--- src/rtl/cmd_frame_master.sv ---
// Host-side UART command initiator: serialises a command into a byte frame and assembles the reply.
// Optional macro CFM_CMD_QUEUE_EN adds a one-entry command holding register for back-to-back commands.
module cmd_frame_master #(
  parameter int DATA_WIDTH     = 8,
  parameter int ADDR_WIDTH     = 4,
  parameter int TIMEOUT_CYCLES = 1024
) (
  input  logic                    clk,
  input  logic                    rst,
  input  logic                    cmd_valid,
  output logic                    cmd_ready,
  input  logic [1:0]              cmd_type,
  input  logic [ADDR_WIDTH-1:0]   cmd_addr,
  input  logic [DATA_WIDTH-1:0]   cmd_data,
  input  logic [DATA_WIDTH-1:0]   cmd_op_b,
  input  logic [3:0]              cmd_func,
  output logic [DATA_WIDTH-1:0]   tx_byte,
  output logic                    tx_byte_valid,
  input  logic                    tx_byte_ready,
  input  logic [DATA_WIDTH-1:0]   rx_byte,
  input  logic                    rx_byte_valid,
  output logic [2*DATA_WIDTH-1:0] rsp_data,
  output logic                    rsp_valid,
  output logic                    rsp_timeout,
  output logic                    busy
);
  // state    | meaning
  // S_IDLE   | no command in flight
  // S_SEND   | offering frame byte idx to UART TX
  // S_WAIT   | collecting response bytes, timeout timer running
  // S_DONE   | one-cycle response strobe
  localparam logic [1:0] S_IDLE = 2'd0;
  localparam logic [1:0] S_SEND = 2'd1;
  localparam logic [1:0] S_WAIT = 2'd2;
  localparam logic [1:0] S_DONE = 2'd3;

  localparam logic [1:0] T_RF_WR   = 2'd0;
  localparam logic [1:0] T_RF_RD   = 2'd1;
  localparam logic [1:0] T_ALU_OP  = 2'd2;
  localparam logic [1:0] T_ALU_NOP = 2'd3;

  localparam int TW = $clog2(TIMEOUT_CYCLES + 1);
  localparam logic [TW-1:0] T_LOAD = TW'(TIMEOUT_CYCLES - 1);

  logic [1:0]            state;
  logic [1:0]            idx;
  logic [TW-1:0]         timer;
  logic                  rx_cnt;
  logic [DATA_WIDTH-1:0] rsp_lo;
  logic [1:0]            c_type;
  logic [ADDR_WIDTH-1:0] c_addr;
  logic [DATA_WIDTH-1:0] c_data;
  logic [DATA_WIDTH-1:0] c_op_b;
  logic [3:0]            c_func;

  logic [DATA_WIDTH-1:0] frame_byte;
  logic [1:0]            frame_last;
  logic                  rx_last;
  logic                  tx_xfer;
  logic                  exit_op;
  logic                  launch_in;
  logic                  launch_hold;

  always_comb begin
    frame_byte = '0;
    frame_last = 2'd0;
    case (c_type)
      T_RF_WR: begin
        frame_last = 2'd2;
        case (idx)
          2'd0:    frame_byte = DATA_WIDTH'(8'hAA);
          2'd1:    frame_byte = DATA_WIDTH'(c_addr);
          default: frame_byte = c_data;
        endcase
      end
      T_RF_RD: begin
        frame_last = 2'd1;
        frame_byte = (idx == 2'd0) ? DATA_WIDTH'(8'hBB) : DATA_WIDTH'(c_addr);
      end
      T_ALU_OP: begin
        frame_last = 2'd3;
        case (idx)
          2'd0:    frame_byte = DATA_WIDTH'(8'hCC);
          2'd1:    frame_byte = c_data;
          2'd2:    frame_byte = c_op_b;
          default: frame_byte = DATA_WIDTH'(c_func);
        endcase
      end
      default: begin
        frame_last = 2'd1;
        frame_byte = (idx == 2'd0) ? DATA_WIDTH'(8'hDD) : DATA_WIDTH'(c_func);
      end
    endcase
  end

  assign tx_byte       = (state == S_SEND) ? frame_byte : '0;
  assign tx_byte_valid = (state == S_SEND);
  assign rsp_valid     = (state == S_DONE);
  assign busy          = (state != S_IDLE);
  assign tx_xfer       = (state == S_SEND) && tx_byte_ready;
  assign rx_last       = (c_type == T_RF_RD) || rx_cnt;
  assign exit_op       = (state == S_DONE) ||
                         ((state == S_WAIT) && !rx_byte_valid && (timer == '0));

`ifdef CFM_CMD_QUEUE_EN
  logic                  hold_full;
  logic [1:0]            h_type;
  logic [ADDR_WIDTH-1:0] h_addr;
  logic [DATA_WIDTH-1:0] h_data;
  logic [DATA_WIDTH-1:0] h_op_b;
  logic [3:0]            h_func;
  logic                  hold_load;

  assign cmd_ready   = !hold_full;
  assign launch_hold = hold_full && ((state == S_IDLE) || exit_op);
  assign hold_load   = cmd_valid && !hold_full && (state != S_IDLE);

  always_ff @(posedge clk or posedge rst) begin
    if (rst) begin
      hold_full <= 1'b0;
      h_type    <= '0;
      h_addr    <= '0;
      h_data    <= '0;
      h_op_b    <= '0;
      h_func    <= '0;
    end else if (hold_load) begin
      hold_full <= 1'b1;
      h_type    <= cmd_type;
      h_addr    <= cmd_addr;
      h_data    <= cmd_data;
      h_op_b    <= cmd_op_b;
      h_func    <= cmd_func;
    end else if (launch_hold) begin
      hold_full <= 1'b0;
    end
  end
`else
  assign cmd_ready   = (state == S_IDLE);
  assign launch_hold = 1'b0;
`endif

  assign launch_in = cmd_valid && cmd_ready && (state == S_IDLE);

  // Timer loads TIMEOUT_CYCLES-1 and counts down; zero is the last cycle a byte can still arrive.
  always_ff @(posedge clk or posedge rst) begin
    if (rst) begin
      state       <= S_IDLE;
      idx         <= 2'd0;
      timer       <= '0;
      rx_cnt      <= 1'b0;
      rsp_lo      <= '0;
      rsp_data    <= '0;
      rsp_timeout <= 1'b0;
      c_type      <= '0;
      c_addr      <= '0;
      c_data      <= '0;
      c_op_b      <= '0;
      c_func      <= '0;
    end else begin
      rsp_timeout <= 1'b0;
      case (state)
        S_SEND: begin
          if (tx_xfer) begin
            if (idx == frame_last) begin
              if (c_type == T_RF_WR) begin
                rsp_data <= '0;
                state    <= S_DONE;
              end else begin
                timer  <= T_LOAD;
                rx_cnt <= 1'b0;
                state  <= S_WAIT;
              end
            end else begin
              idx <= idx + 2'd1;
            end
          end
        end
        S_WAIT: begin
          if (rx_byte_valid) begin
            timer <= T_LOAD;
            if (rx_last) begin
              rsp_data <= rx_cnt ? {rx_byte, rsp_lo} : {{DATA_WIDTH{1'b0}}, rx_byte};
              state    <= S_DONE;
            end else begin
              rsp_lo <= rx_byte;
              rx_cnt <= 1'b1;
            end
          end else if (timer == '0) begin
            rsp_timeout <= 1'b1;
            state       <= S_IDLE;
          end else begin
            timer <= timer - 1'b1;
          end
        end
        S_DONE:  state <= S_IDLE;
        default: ;
      endcase
      if (launch_in) begin
        c_type <= cmd_type;
        c_addr <= cmd_addr;
        c_data <= cmd_data;
        c_op_b <= cmd_op_b;
        c_func <= cmd_func;
      end
`ifdef CFM_CMD_QUEUE_EN
      else if (launch_hold) begin
        c_type <= h_type;
        c_addr <= h_addr;
        c_data <= h_data;
        c_op_b <= h_op_b;
        c_func <= h_func;
      end
`endif
      if (launch_in || launch_hold) begin
        state <= S_SEND;
        idx   <= 2'd0;
      end
    end
  end
endmodule

--- config.mk ---
export PLATFORM = sky130hd
export DESIGN_NAME = cmd_frame_master
export DESIGN_NICKNAME = d
export VERILOG_FILES = /design/src/rtl/cmd_frame_master.sv
export SDC_FILE = /design/constraint.sdc
export NUM_CORES = 1
export LEC_CHECK = 0
export ABC_AREA = 1
export BUFFER_PORTS_ARGS = -buffer_cell sky130_fd_sc_hd__buf_4
export CAP_MARGIN = 30
export CORE_AREA = 2 2 101 103
export DETAILED_ROUTE_END_ITERATION = 8
export DIE_AREA = 0 0 103 105
export GPL_ROUTABILITY_DRIVEN = 1
export PLACE_DENSITY_LB_ADDON = 0.25
export SYNTH_ARGS = -nofsm -noshare
export SYNTH_HDL_FRONTEND = slang
export SYNTH_SLANG_ARGS = --single-unit
export TNS_END_PERCENT = 30
--- constraint.sdc ---
create_clock -name clk -period 2.05 [get_ports clk]
set_clock_uncertainty 0.1 [all_clocks]
set_input_delay 0.1025 -clock clk [delete_from_list [all_inputs] [get_ports clk]]
set_output_delay 0.1025 -clock clk [all_outputs]
set_load 0.01 [all_outputs]
After elaboration in Yosys (flattened, before gate mapping)
Index checks and enable logic that the tools add are counted.

word-level totals
  flip-flop bits (word level) = 67
  bits of input ports = 39
  output and inout bits = 29

cells by class
  bitwise operators = 1
  equality and inequality tests = 21
  multiplexer cells = 41
  $add $sub $neg = 2
  reductions and logical operators = 19

operator list
  cell                   count
  $mux 16                6
  $mux 11                5
  $pmux 8 s3             2
  $pmux 16 s2            1
  $mux 8                 3
  $pmux 11 s2            1
  $mux 2                 10
  $pmux 8 s2             1
  $reduce_and 6->1       2
  $logic_not 11->1       1
  $sub 11x1->11 const B  1
  $ne 2x2->1 const B     5
  $reduce_and 5->1       2
  $mux 1                 9
  $eq 2x2->1 const B     4
  $reduce_bool 2->1      4
  $eq 2x1->1 const B     3
  $logic_not 2->1        3
  $ne 2x1->1 const B     3
  $ne 3x1->1 const B     2
  $pmux 2 s3             1
  $reduce_and 3->1       2
  $ne 4x3->1 const B     1
  $ne 4x4->1 const B     1
  other kinds (9)        11

Depth between registers and ports, before layout
  depth in word-level cells = 7
  depth in mapped cells = 11
  gate-level depth less buffers = 10

Worst setup path before layout
Ideal clock, no wire load.

  kind = reg2reg
  start point = reg state[1]
  end point = reg timer[0]
  cell stages (with the launch flop) = 11
  data required time = 1.831 ns
  data arrival time = 1.606 ns
  clock period less this slack = 1.825 ns
  buffers on the path = 2
  setup time = 0.119 ns
  path slack = 0.225 ns
  cells stage by stage = dfrtp_1 > inv_1 > ha_1 > buf_2 > inv_2 > o21ai_1 > a21oi_2 > nand3_4 > buf_6 > nand2_1 > o21ai_2

on the way
  word-level cells in the longest chain between the ends = 4

ends and longest elaborated chain
  item                        line  RTL
  start: declaration          45    logic [1:0] state;
  start signal: assignment    147   state <= S_IDLE;
  start signal: assignment    167   state <= S_DONE;
  start signal: assignment    171   state <= S_WAIT;
  $eq 2x1->1 *                --
  net tx_byte_valid           18    output logic tx_byte_valid,
  $logic_and 1x1->1           100   assign tx_xfer = (state == S_SEND) && tx_byte_ready;
  $ne 2x1->1 (no line)        --
  $reduce_and 5->1 (no line)  --
  end signal: assignment      192   timer <= timer - 1'b1;
  end: declaration            47    logic [TW-1:0] timer;

The timed path passes the listed nets; every way through them passes the cells marked *.
A chain may end at the register's enable or synchronous reset.

Final worst setup path
  start point = reg idx[0]
  end point = out tx_byte[6]

on the way
  word-level cells in the longest chain between the ends = 4

ends and longest elaborated chain
  item                                      line  RTL
  start: declaration                        46    logic [1:0] idx;
  start signal: assignment                  174   idx <= idx + 2'd1;
  $eq 2x2->1, or another cell as far along  82    case (idx)
  $pmux 8 s3, or another cell as far along  82
  $pmux 8 s3 *                              67    case (c_type)
  $mux 8 *                                  96    assign tx_byte = (state == S_SEND) ? frame_byte : '0;
  end: declaration                          17    output logic [DATA_WIDTH-1:0] tx_byte,

Every way passes the cells marked *; elsewhere a longest branch is shown, timed or not.

==> impl_metrics.ini <==
[run_status]
status = finished, violations left
violations = setup timing

[yosys]
yosysSeqAreaShare_pct = 44.5
synth-compound-area-share_pct = 16.2
synth-xor-area-share_pct = 0.233
synth_edf_count = 0
synth_area_sq_mm = 0.00376
ys.flop_type = dfrtp_1
synth_top_area_share_pct = 44.5
synth_fa_ha_area_share_pct = 3.32
ys_types = 34
synthMuxAreaShare_pct = 0
synth_top_family_by_area = simple AND/OR/NAND/NOR gates
ys_ff_latch = 67
synth_nets = 535
syn_avg_cell_area_sq_um = 7.74
synthArstFlopShare_pct = 100
netlist_top_cells_area = dfrtp_1 (45%), nand2_1 (17%), o21ai_0 (4.9%)
synth_cells = 486
yosys_warnings = 0
yosys.area.top_type = dfrtp_1
synthSimpleGateAreaFrac_pct = 27.6

[power_and_ir_drop]
power_switching_w = 0.00362
combPwrFrac_pct = 54.1
p_leak_nw = 2.60
ir_drop_mv = 0.760
p_int_w = 0.00457
seq_power_share_pct = 29.4
swShare_pct = 44.2
p_per_area_mw_per_mm2 = 1560
power_w = 0.00819
p_clk_share_pct = 16.5

[floorplan]
die_h_microns = 105
die_w_microns = 103
die_area_sq_mm = 0.0108
ioPinCount = 68
core_sq_mm = 0.00964
initial_core_util_pct = 39.0
rows = 36

[worst_setup_path]
required_ns = 1.85
slowest_delay_ns = 0.44
cp.arrival_ns = 1.89
crit_chain = buf_6 > ha_4 > nor2_4 > buf_4 > nand3_1 > a31oi_2 > buf_4
worstSetupPathType = reg2out
critPathMaxFanout = 8
cp_num_buf_inv = 3
critPathCaptureType = primary output
worst_path_max_delay_cell = dfrtp_1
rrSetupSlack_ns = 0.19
crit_top_cell = buf_4
crit_path_start_kind = register
path_delay_family = flip-flops

[layout]
fillers = 936
diodes = 0
area_growth_pct = 39.6
nNetsFinal = 657
final_common_cell = nand2_1
layoutNonFillerInstCount = 746
final_cell_mix = nand2_1 (165), buf_4 (88), dfrtp_1 (64)
final_layout_size_suffix_gt1_share_pct = 27.4

[detailed_routing]
drcViolationCount = 0
via_count = 3512
routed_wl_microns = 9510
drt_iter0_drc = 178
vias_per_cell = 4.71
antenna_left = 0
dr.pass1.iters = 4
routedWlPerCell_microns = 12.8

[job]
cap_violations = 0

[timing]
tightest_slew_ns = 0.432
final-setup-viol-count = 4
finalCritPeriodShare_pct = 102
setup_ws_ns = -0.0459
maxSlewViolCount = 0
fin_crit_ns = 2.10
fmax_mhz = 477
hold_viol = 0
slew_headroom_pct = 71.2
rsz0062_at_grt = true

[placement]
dpl.cell_count = 682
pre_cts_slack_ns = 0.0172
port_buffers = 67
gp_congestion = 0.867
place_hpwl_microns = 6450

[cts]
cts_tree = done
cts_buffers = 9
cts.sinks = 67
h-tree-depth = 3
clk_pin_slew_worst_paths_ns = 0.07
clock_path_buffers = 2
clockRootBuffer = clkbuf_8
clk_latency_ns = 0.35

[global_route]
track_usage_pct = 18.7
grt_pass1_vias = 3518
grt_pass1_wl_microns = 16100
grt_max_degree = 68
grt_antenna_before_repair = 0
grt-ovfl-total = 0

[min_path]
hold_class = in2reg
## routing by layer
| metal | wire [microns] | track usage, % | vias up |
|---|---|---|---|
| met1 | 4210 | 23.1 | 1612 |
| met4 | 133 | 4.61 | 0 |
| li1 | - | - | 1819 |
| met3 | 306 | 4.48 | 13 |
| met5 | 0 | 0 | - |
| met2 | 4860 | 32.3 | 68 |
## metrics by stage
step                hold slack (ns)  cell area [sq um]  utilization (%)  setup TNS (ns)
CTS                           0.128               5140             53.4          -0.115
finish                        0.142               5250             54.5          -0.111
global placement              0.112               4450             46.2               0
floorplan                     0.112               3760                -               0
global route                  0.167               5250             54.5          -0.849
detailed placement            0.128               4450             46.2               0
## state kept, by name (all words and copies together), names as in the netlist
signal,cells
rx_cnt,1
c_op_b,8
timer,11
rsp_timeout,1
rsp_data,16
idx,2
c_addr,4
rsp_lo,8
c_type,2
c_data,8
c_func,4
state,2
## cell families (layout without fill, tap and decap cells)
family | Yosys count | after routing
and+or+nand+nor | 243 | 243
buffers and inverters | 71 | 198
DFF | 67 | 67
xor gates and xnor gates | 1 | 1
adders and majority gates | 10 | 10
AOI/OAI and AO/OA | 94 | 94
## worst reg2reg max path, stage by stage (launching register included)
cell     delay, ns
dfrtp_1       0.42
inv_1         0.09
ha_1          0.21
inv_2         0.13
o21ai_1       0.10
a21oi_2       0.21
nand3_4       0.13
buf_4         0.21
nand2_1       0.09
o21ai_2       0.05
## synth_stat cells (2+ instances only)
cell / number
o22ai_1: 3
clkbuf_1: 9
ha_1: 10
a21oi_2: 2
o211ai_1: 6
nand3_1: 24
inv_2: 6
a22oi_1: 9
nand2_1: 166
nor2_4: 2
o21ai_0: 37
inv_1: 48
nor2_1: 37
dfrtp_1: 67
nand3_4: 2
nand4_1: 4
buf_6: 5
o21ai_2: 21
nand2_2: 2
a21oi_1: 11
o221ai_1: 2
## layout make-up
cell class                      count  area [sq um]  area share [%]
Clock inverter                      6           113            2.14
Inverter                           55           206            3.93
Tap cell                          133           166            3.17
Multi-Input combinational cell    348          1890            35.9
Timing Repair Buffer              127          1070            20.4
Sequential cell                    67          1680            32.0
Clock buffer                       10           128            2.43
## power groups by stage
| stage | combinational, W | sequential (W) | clock [W] |
|---|---|---|---|
| 2_1_floorplan | 0.00292 | 0.00234 | 0 |
| 3_3_place_gp | 0.00390 | 0.00241 | 0 |
| 3_5_place_dp | 0.00398 | 0.00242 | 0 |
| 4_1_cts | 0.00425 | 0.00239 | 0.00138 |
| 5_1_grt | 0.00499 | 0.00249 | 0.00144 |
| 6_report | 0.00443 | 0.00241 | 0.00135 |
## worst paths after layout
kind	startpoint	endpoint	cells after the start
max	idx[0]	tx_byte[6]	7
min	cmd_valid	c_op_b[3]	5
max reg2reg	state[1]	timer[2]	9
min reg2reg	rsp_lo[0]	rsp_lo[0]	2
max in group asynchronous	rst	idx[1]	4
min in group asynchronous	rst	c_data[7]	4
## timing repair
action	CTS	global route
hold buffers	36	0
setup endpoints to repair	8	43
cloned	0	0
pin swaps	0	5
gates resized for setup	17	18
hold endpoints to repair	118	0
buffers inserted	5	7
Power figures use the tool's default switching activity.
